[src/rtl/gradients_ctrl_if.sv]
// Handshake and window-position bundle between the gradients controller and its neighbours.
interface gradients_ctrl_if;
    localparam int unsigned CW = 12;

    logic          frame_start;
    logic          pix_valid;
    logic          pix_ready;
    logic          lb_shift;
    logic          grad_start;
    logic [CW-1:0] win_row;
    logic [CW-1:0] win_col;
    logic          res_valid;
    logic          res_ready;
    logic          busy;
    logic          frame_done;

    // Controller side
    modport slave (
        input  frame_start, pix_valid, res_ready,
        output pix_ready, lb_shift, grad_start, win_row, win_col,
               res_valid, busy, frame_done
    );

    // Source/sink side
    modport master (
        output frame_start, pix_valid, res_ready,
        input  pix_ready, lb_shift, grad_start, win_row, win_col,
               res_valid, busy, frame_done
    );
endinterface

[src/rtl/gradients_ctrl.sv]
// Raster-scan controller for a 5x5 gradients window: accepts pixels, issues one
// window at a time to the gradients datapath, and holds results until consumed.
module gradients_ctrl #(
    parameter int unsigned IMG_W    = 64,
    parameter int unsigned IMG_H    = 64,
    parameter int unsigned GRAD_LAT = 3
) (
    input  logic             clk,
    input  logic             rst,
    gradients_ctrl_if.slave  bus
);
    localparam int unsigned CW = 12;
    localparam int unsigned LW = 4;

    localparam logic [CW-1:0] COL_LAST     = CW'(IMG_W - 1);
    localparam logic [CW-1:0] ROW_LAST     = CW'(IMG_H - 1);
    localparam logic [CW-1:0] WIN_COL_LAST = CW'(IMG_W - 3);
    localparam logic [CW-1:0] WIN_ROW_LAST = CW'(IMG_H - 3);
    localparam logic [CW-1:0] WIN_EDGE     = CW'(4);
    localparam logic [CW-1:0] WIN_OFS      = CW'(2);
    localparam logic [LW-1:0] LAT_END      = LW'(GRAD_LAT);

    typedef enum logic [2:0] {
        S_IDLE,
        S_RUN,
        S_WAIT,
        S_HOLD,
        S_DONE
    } state_t;

    state_t        state_q, state_d;
    logic [CW-1:0] row_q, row_d;
    logic [CW-1:0] col_q, col_d;
    logic [LW-1:0] lat_q, lat_d;
    logic [CW-1:0] win_row_q, win_row_d;
    logic [CW-1:0] win_col_q, win_col_d;
    logic          grad_start_q, grad_start_d;
    logic          pix_ready_q, pix_ready_d;
    logic          res_valid_q, res_valid_d;
    logic          busy_q, busy_d;
    logic          frame_done_q, frame_done_d;

    logic          accept_c;
    logic          win_hit_c;
    logic          last_win_c;

    // A pixel moves only while the registered ready is high
    assign accept_c   = pix_ready_q & bus.pix_valid;
    assign win_hit_c  = accept_c && (row_q >= WIN_EDGE) && (col_q >= WIN_EDGE);
    assign last_win_c = (win_row_q == WIN_ROW_LAST) && (win_col_q == WIN_COL_LAST);

    // Next-state, counter and registered-output decode
    always_comb begin
        state_d      = state_q;
        row_d        = row_q;
        col_d        = col_q;
        lat_d        = lat_q;
        win_row_d    = win_row_q;
        win_col_d    = win_col_q;
        grad_start_d = 1'b0;

        case (state_q)
            S_IDLE: begin
                if (bus.frame_start) begin
                    state_d = S_RUN;
                    row_d   = '0;
                    col_d   = '0;
                end
            end
            S_RUN: begin
                if (accept_c) begin
                    if (col_q == COL_LAST) begin
                        col_d = '0;
                        row_d = (row_q == ROW_LAST) ? '0 : CW'(row_q + CW'(1));
                    end else begin
                        col_d = CW'(col_q + CW'(1));
                    end
                end
                if (win_hit_c) begin
                    grad_start_d = 1'b1;
                    win_row_d    = CW'(row_q - WIN_OFS);
                    win_col_d    = CW'(col_q - WIN_OFS);
                    lat_d        = LW'(1);
                    state_d      = S_WAIT;
                end
            end
            S_WAIT: begin
                // lat_q equals the number of cycles elapsed since grad_start, inclusive
                if (lat_q >= LAT_END) begin
                    state_d = S_HOLD;
                end else begin
                    lat_d = LW'(lat_q + LW'(1));
                end
            end
            S_HOLD: begin
                if (bus.res_ready) begin
                    state_d = last_win_c ? S_DONE : S_RUN;
                end
            end
            S_DONE: begin
                state_d = S_IDLE;
            end
            default: begin
                state_d = S_IDLE;
            end
        endcase

        pix_ready_d  = (state_d == S_RUN);
        res_valid_d  = (state_d == S_HOLD);
        busy_d       = (state_d != S_IDLE);
        frame_done_d = (state_d == S_DONE);
    end

    // State and output registers with synchronous active-low reset
    always_ff @(posedge clk) begin
        if (!rst) begin
            state_q      <= S_IDLE;
            row_q        <= '0;
            col_q        <= '0;
            lat_q        <= '0;
            win_row_q    <= '0;
            win_col_q    <= '0;
            grad_start_q <= 1'b0;
            pix_ready_q  <= 1'b0;
            res_valid_q  <= 1'b0;
            busy_q       <= 1'b0;
            frame_done_q <= 1'b0;
        end else begin
            state_q      <= state_d;
            row_q        <= row_d;
            col_q        <= col_d;
            lat_q        <= lat_d;
            win_row_q    <= win_row_d;
            win_col_q    <= win_col_d;
            grad_start_q <= grad_start_d;
            pix_ready_q  <= pix_ready_d;
            res_valid_q  <= res_valid_d;
            busy_q       <= busy_d;
            frame_done_q <= frame_done_d;
        end
    end

    assign bus.pix_ready  = pix_ready_q;
    assign bus.lb_shift   = accept_c;
    assign bus.grad_start = grad_start_q;
    assign bus.win_row    = win_row_q;
    assign bus.win_col    = win_col_q;
    assign bus.res_valid  = res_valid_q;
    assign bus.busy       = busy_q;
    assign bus.frame_done = frame_done_q;
endmodule

[src/flat_wrapper.sv]
// flat-port wrapper written by rule: the top's interface ports become plain ports
module gradients_ctrl_flat 
#(
    parameter int unsigned IMG_W    = 64,
    parameter int unsigned IMG_H    = 64,
    parameter int unsigned GRAD_LAT = 3
)
  (clk, rst, bus_frame_start, bus_pix_valid, bus_res_ready, bus_pix_ready, bus_lb_shift, bus_grad_start, bus_win_row, bus_win_col, bus_res_valid, bus_busy, bus_frame_done);
  gradients_ctrl_if bus_i ();
  input  logic clk;
  input  logic rst;
  input wire logic [$bits(bus_i.frame_start)-1:0] bus_frame_start;
  input wire logic [$bits(bus_i.pix_valid)-1:0] bus_pix_valid;
  input wire logic [$bits(bus_i.res_ready)-1:0] bus_res_ready;
  output wire logic [$bits(bus_i.pix_ready)-1:0] bus_pix_ready;
  output wire logic [$bits(bus_i.lb_shift)-1:0] bus_lb_shift;
  output wire logic [$bits(bus_i.grad_start)-1:0] bus_grad_start;
  output wire logic [$bits(bus_i.win_row)-1:0] bus_win_row;
  output wire logic [$bits(bus_i.win_col)-1:0] bus_win_col;
  output wire logic [$bits(bus_i.res_valid)-1:0] bus_res_valid;
  output wire logic [$bits(bus_i.busy)-1:0] bus_busy;
  output wire logic [$bits(bus_i.frame_done)-1:0] bus_frame_done;
  assign bus_i.frame_start = bus_frame_start;
  assign bus_i.pix_valid = bus_pix_valid;
  assign bus_i.res_ready = bus_res_ready;
  assign bus_pix_ready = bus_i.pix_ready;
  assign bus_lb_shift = bus_i.lb_shift;
  assign bus_grad_start = bus_i.grad_start;
  assign bus_win_row = bus_i.win_row;
  assign bus_win_col = bus_i.win_col;
  assign bus_res_valid = bus_i.res_valid;
  assign bus_busy = bus_i.busy;
  assign bus_frame_done = bus_i.frame_done;
  gradients_ctrl #(.IMG_W(IMG_W), .IMG_H(IMG_H), .GRAD_LAT(GRAD_LAT)) u_core (.clk(clk), .rst(rst), .bus(bus_i));
endmodule
[config.mk]
export PLATFORM = sky130hd
export DESIGN_NAME = gradients_ctrl_flat
export DESIGN_NICKNAME = d
export VERILOG_FILES = /design/src/rtl/gradients_ctrl_if.sv /design/src/rtl/gradients_ctrl.sv /design/src/flat_wrapper.sv
export SDC_FILE = /design/constraint.sdc
export NUM_CORES = 1
export LEC_CHECK = 0
export ABC_AREA = 1
export CAP_MARGIN = 20
export CORE_MARGIN = 4
export CORE_UTILIZATION = 37
export CTS_BUF_LIST = sky130_fd_sc_hd__clkbuf_16
export DETAILED_ROUTE_END_ITERATION = 16
export GPL_TIMING_DRIVEN = 0
export PLACE_DENSITY = 0.58
export REMOVE_ABC_BUFFERS = 1
export SLEW_MARGIN = 20
export SYNTH_ARGS = -nofsm -noshare
export SYNTH_HDL_FRONTEND = slang
export SYNTH_SLANG_ARGS = --single-unit
[constraint.sdc]
create_clock -name clk -period 3 [get_ports clk]
set_clock_uncertainty 0.1 [all_clocks]
set_input_delay 0.6 -clock clk [delete_from_list [all_inputs] [get_ports clk]]
set_output_delay 0.6 -clock clk [all_outputs]
set_load 0.01 [all_outputs]
# Yosys cells after proc, flatten, opt, wreduce, memory -nomap -nowiden
# Cells that the tools add are included.
[word_totals] out_inout_bits=30 ff_bits=60 inputBits=5 elab_cells=65
[op_classes] magnitude_cmp=3 reduce_logical=12 addsub=5 muxes=18 eq_ne=15 n_bitwise=1
[ops] op="$mux 12" count=6
[ops] op="$eq 12x6->1 const B" count=4
[ops] op="$pmux 12 s2" count=2
[ops] op="$add 12x1->12 const B" count=2
[ops] op="$ge 12x3->1 const B" count=2
[ops] op="$sub 12x2->12 const B" count=2
[ops] op="$mux 3" count=5
[ops] op="$pmux 3 s4" count=1
[ops] op="$eq 3x2->1 const B" count=3
[ops] op="$mux 4" count=2
[ops] op="$pmux 4 s2" count=1
[ops] op="$eq 3x1->1 const B" count=2
[ops] op="$ne 2x1->1 const B" count=3
[ops] op="$reduce_and 3->1" count=2
[ops] op="$add 4x1->4 const B" count=1
[ops] op="$ge 4x2->1 const B" count=1
[ops] op="$ne 2x2->1 const B" count=2
[ops] op="$reduce_and 2->1" count=2
[ops] op="$reduce_and 4->1" count=1
[ops] op="$reduce_bool 2->1" count=2
[ops] op="$eq 3x3->1 const B" count=1
[ops] op="$logic_and 1x1->1" count=3
[ops] op="$logic_not 3->1" count=1
[ops] op="$reduce_bool 3->1" count=1
[ops] op="2 further kinds" count=2

# Depth between registers and ports, before layout
[logic_depth] ltp_word=6 depth_mapped=11 mapped_depth_nobuf=10

# Least setup slack after synthesis
# Ideal clock, no wire load.
[synth_timing] path_kind="input-to-reg" start="input port bus_pix_valid" end="register u_core.row_q[8]" setup_ns=0.128 path_buffers=1 cell_stages=9 path_slack_ns=1.288 t_required_ns=2.772 arrival_ns=1.484 path_cell_list="nand2_1 > inv_1 > nand2_1 > nand2_2 > nand2_2 > buf_6 > nor2_1 > xor2_1 > nor2_1"
[synth_via] elab_chain_len=3
[synth_rtl] item="from (decl)" line_no="flat_wrapper.sv:13" source="input wire logic [$bits(bus_i.pix_valid)-1:0] bus_pix_valid;"
[synth_rtl] item="$and 1x1->1" line_no="gradients_ctrl.sv:48" source="assign accept_c = pix_ready_q & bus.pix_valid;"
[synth_rtl] item="named net bus_lb_shift" line_no="flat_wrapper.sv:16" source="output wire logic [$bits(bus_i.lb_shift)-1:0] bus_lb_shift;"
[synth_rtl] item="$ne 2x1->1 (no line)"
[synth_rtl] item="$reduce_and 4->1 (no line)"
[synth_rtl] item="to (signal assigned)" line_no="gradients_ctrl.sv:130" source="row_q <= row_d;"
[synth_rtl] item="to (decl)" line_no="gradients_ctrl.sv:32" source="logic [CW-1:0] row_q, row_d;"
# The timed path passes the listed nets, and every way through them passes these cells.
# A chain may end at the register's enable or synchronous reset.

# Final worst setup path
[layout_timing] start="input port bus_pix_valid" end="output port bus_lb_shift"
[layout_via] elab_chain_len=1
[layout_rtl] item="$and 1x1->1" line_no="gradients_ctrl.sv:48"
[layout_rtl] item="to (decl)" line_no="flat_wrapper.sv:16"
# No other way between the ends.

==> impl_metrics.py <==
metrics = {
    "placed_design": {
        "io_buffer_count": 34,
        "placed_cell_area_um2": 3510,
        "dp_hpwl_um": 5530,
        "place.gp.congestion": 0.902,
    },
    "logic_synthesis": {
        "synth_cell_types": 31,
        "avgSynthCellArea_um2": 7.43,
        "synth.top_cells.by_area": "dfxtp_1 (39%), nand2_1 (9.9%), inv_1 (6.0%), nor2_1 (5.8%), nand3_1 (5.6%)",
        "synth-edff-count": 0,
        "synth_top_cell_area_share_pct": 38.6,
        "ys_seq_elements": 60,
        "synth_top_area_cell": "dfxtp_1",
        "yosys_warnings": 0,
        "yosysSeqAreaShare_pct": 38.6,
        "synth_cells": 419,
        "synth_flop_cell": "dfxtp_1",
        "synthesis.area_um2": 3110,
        "async_flop_share_pct": 0,
    },
    "job": {
        "maxCapViolations": 0,
    },
    "critical_path": {
        "arrival_ns": 1.87,
        "path_buf_inv": 3,
        "critPathKind": "in2out",
        "path_delay_family": "buffers and inverters",
        "cp_slowest_cell": "clkdlybuf4s50_1",
        "critPathLaunchType": "input port",
        "crit_required_ns": 2.30,
        "cp_slowest_stage_delay_ns": 0.59,
        "worst_path_most_repeated_cell": "clkdlybuf4s50_1",
        "end_kind": "output port",
        "cp_cell_sequence": "clkdlybuf4s50_1 > nand2_1 > inv_1 > clkdlybuf4s50_1",
        "cp_max_fo": 4,
    },
    "timing": {
        "hold_viol": 0,
        "period_needed_ns": 2.57,
        "finalSetupViolations": 0,
        "tns_ns": 0,
        "fmax_ghz": 0.389,
        "report.final.slew_viol_count": 0,
        "rsz0062_at_grt": "false",
        "max-slew-margin-rel_pct": 62.2,
        "fin_crit_sh_pct": 85.6,
        "tightest_slew_ns": 0.566,
    },
    "route": {
        "viasPerCell": 4.88,
        "num_vias": 2750,
        "drt_iter0_drc": 130,
        "drc": 0,
        "firstDrtPassIters": 4,
        "drt_wl_total_um": 7470,
        "ant_nets": 0,
        "routedWlPerCell_um": 13.2,
    },
    "pwr": {
        "pwr-share-clk_pct": 48.2,
        "p_seq_share_pct": 44.0,
        "leakage_nw": 1.59,
        "p_int_mw": 1.40,
        "switching_share_pct": 24.6,
        "power_density_nw_per_um2": 493,
        "switching_power_uw": 456,
        "vdd_drop_max_mv": 0.272,
        "comb_power_share_pct": 7.8,
    },
    "grt": {
        "use_met3_pct": 4.70,
        "grtUsageTotal_pct": 15.8,
        "antenna_found_initial": 0,
        "grt_overflow_total": 0,
        "grt_pass1_vias": 2616,
        "gr-usage-met1_pct": 21.2,
        "gr-max-usage-layer": "met2",
        "grt_max_degree": 23,
        "grt_pass1_wl_um": 12400,
        "grt_use_met2_pct": 23.9,
    },
    "finish": {
        "n_antenna_cell": 0,
        "seqCellArea_um2": 1200,
        "finalInstanceArea_um2": 3760,
        "layout_common_cells": "nand2_1 (82), dfxtp_1 (60), inv_1 (51)",
        "final_nets": 468,
        "drive_gt1_share_pct": 10.9,
        "layout_commonest_cell": "nand2_1",
        "num-fill-cells": 833,
        "multi_input_area_um2": 1620,
        "synthToLayoutAreaGrowth_pct": 20.9,
    },
    "die": {
        "fp.coreArea_um2": 8220,
        "die_w_um": 99.7,
        "num_rows": 33,
        "start_util_pct": 37.9,
        "ios": 35,
        "die_h_um": 99.7,
        "die-area_um2": 9950,
    },
    "clocking": {
        "cts_buffer_depth": 2,
        "cts.clk_slew.worst_paths_ns": 0.05,
        "tritoncts": "built",
        "cts_inserted_buffers": 9,
        "htree_levels": 3,
        "cts_sinks": 60,
        "root_buffer": "clkbuf_16",
        "post_cts_buffers": 0,
        "worstSkewPairLatency_ns": 0.32,
    },
    "status": {
        "status": "completed",
    },
    "worst_hold_path": {
        "hp-class": "reg2reg",
    },
}
through the flow:
stage               hold slack (ns)  power, mW  util (%)  setup slack (ns)  std cells
CTS                           0.345       1.88      45.8             0.263        564
finish                        0.341       1.86      45.8             0.433        564
global placement              0.332      0.979      42.7            -0.371        548
floorplan                     0.322      0.931         -              1.14        409
detailed placement            0.339      0.980      42.7            -0.351        548
global route                  0.370       1.93      45.8             0.373        564
cells in the mapped netlist (2+ instances only):
cell type  number
buf_4           2
o21ai_0        11
a31oi_1         2
nor2_1         48
inv_1          50
a211oi_2        2
nand2_2         5
o21ai_2         2
a211oi_1        2
xor2_1         18
a21oi_1        16
dfxtp_1        60
o22ai_2         8
buf_6           4
nand3_1        35
xnor2_1         4
ha_1            9
inv_2           8
buf_2           2
nand2_4         2
nor2_2          3
o21ai_1         5
nor3_1         16
nand4_1        16
nand2_1        82
a21oi_2         2
final cells by class:
type	instances	area share (%)
multi-input cells	291	43.0
flip-flops and latches	60	31.9
repair buffers	34	8.91
clock buffers	9	5.99
inverters	58	5.79
well taps	105	3.49
clock inverters	7	0.931
per-layer routing:
layer	vias to the layer above	wire (µm)
met5	-	0
met4	0	97
met3	7	373
met2	61	3260
met1	1247	3740
li1	1435	-
power groups by stage:
stage	logic [mW]	clock network, mW	registers, mW
2_1_floorplan	0.0984	0	0.832
3_3_place_gp	0.146	0	0.833
3_5_place_dp	0.146	0	0.833
4_1_cts	0.147	0.912	0.817
5_1_grt	0.164	0.948	0.818
6_report	0.145	0.894	0.817
worst register-to-register path, delay by kind of cell, from the launching register on:
family	cells	cell delay, ns
AO/OA/AOI/OAI	1	0.15
flip-flops	1	0.33
buffers and inverters	1	0.21
AND/OR/NAND/NOR	6	1.30
cells by family (layout without fill, tap and decap cells):
kind of cell             Yosys count  after routing  share of synthesized area, %
AO/OA/AOI/OAI                     50             50                          11.2
XOR/XNOR                          22             22                          6.19
adder cells (fa/ha/maj)            9              9                          3.62
buffers and inverters             68            108                          9.49
flip-flops                        60             60                          38.6
AND/OR/NAND/NOR                  210            210                          30.9
timing repair:
item,in CTS,in global routing
hold buffers,0,0
setup endpoints to repair,1,0
resized for setup,1,0
registers in the layout (all words and copies together), names as in the netlist:
name / count
u_core.bus.busy: 1
u_core.bus.frame_done: 1
u_core.bus.grad_start: 1
u_core.bus.pix_ready: 1
u_core.bus.res_valid: 1
u_core.bus.win_col: 12
u_core.bus.win_row: 12
u_core.col_q: 12
u_core.lat_q: 4
u_core.row_q: 12
u_core.state_q: 3
final timing paths:
| check | slack (ns) | cells after the start | to | startpoint |
|---|---|---|---|---|
| min | 0.34 | 2 | u_core.lat_q[3] | u_core.lat_q[3] |
| min reg2reg | 0.34 | 2 | u_core.lat_q[3] | u_core.lat_q[3] |
| max | 0.43 | 4 | bus_lb_shift | bus_pix_valid |
| max reg2reg | 0.78 | 8 | u_core.row_q[6] | u_core.state_q[1] |
(Power assumes the default switching activity.)
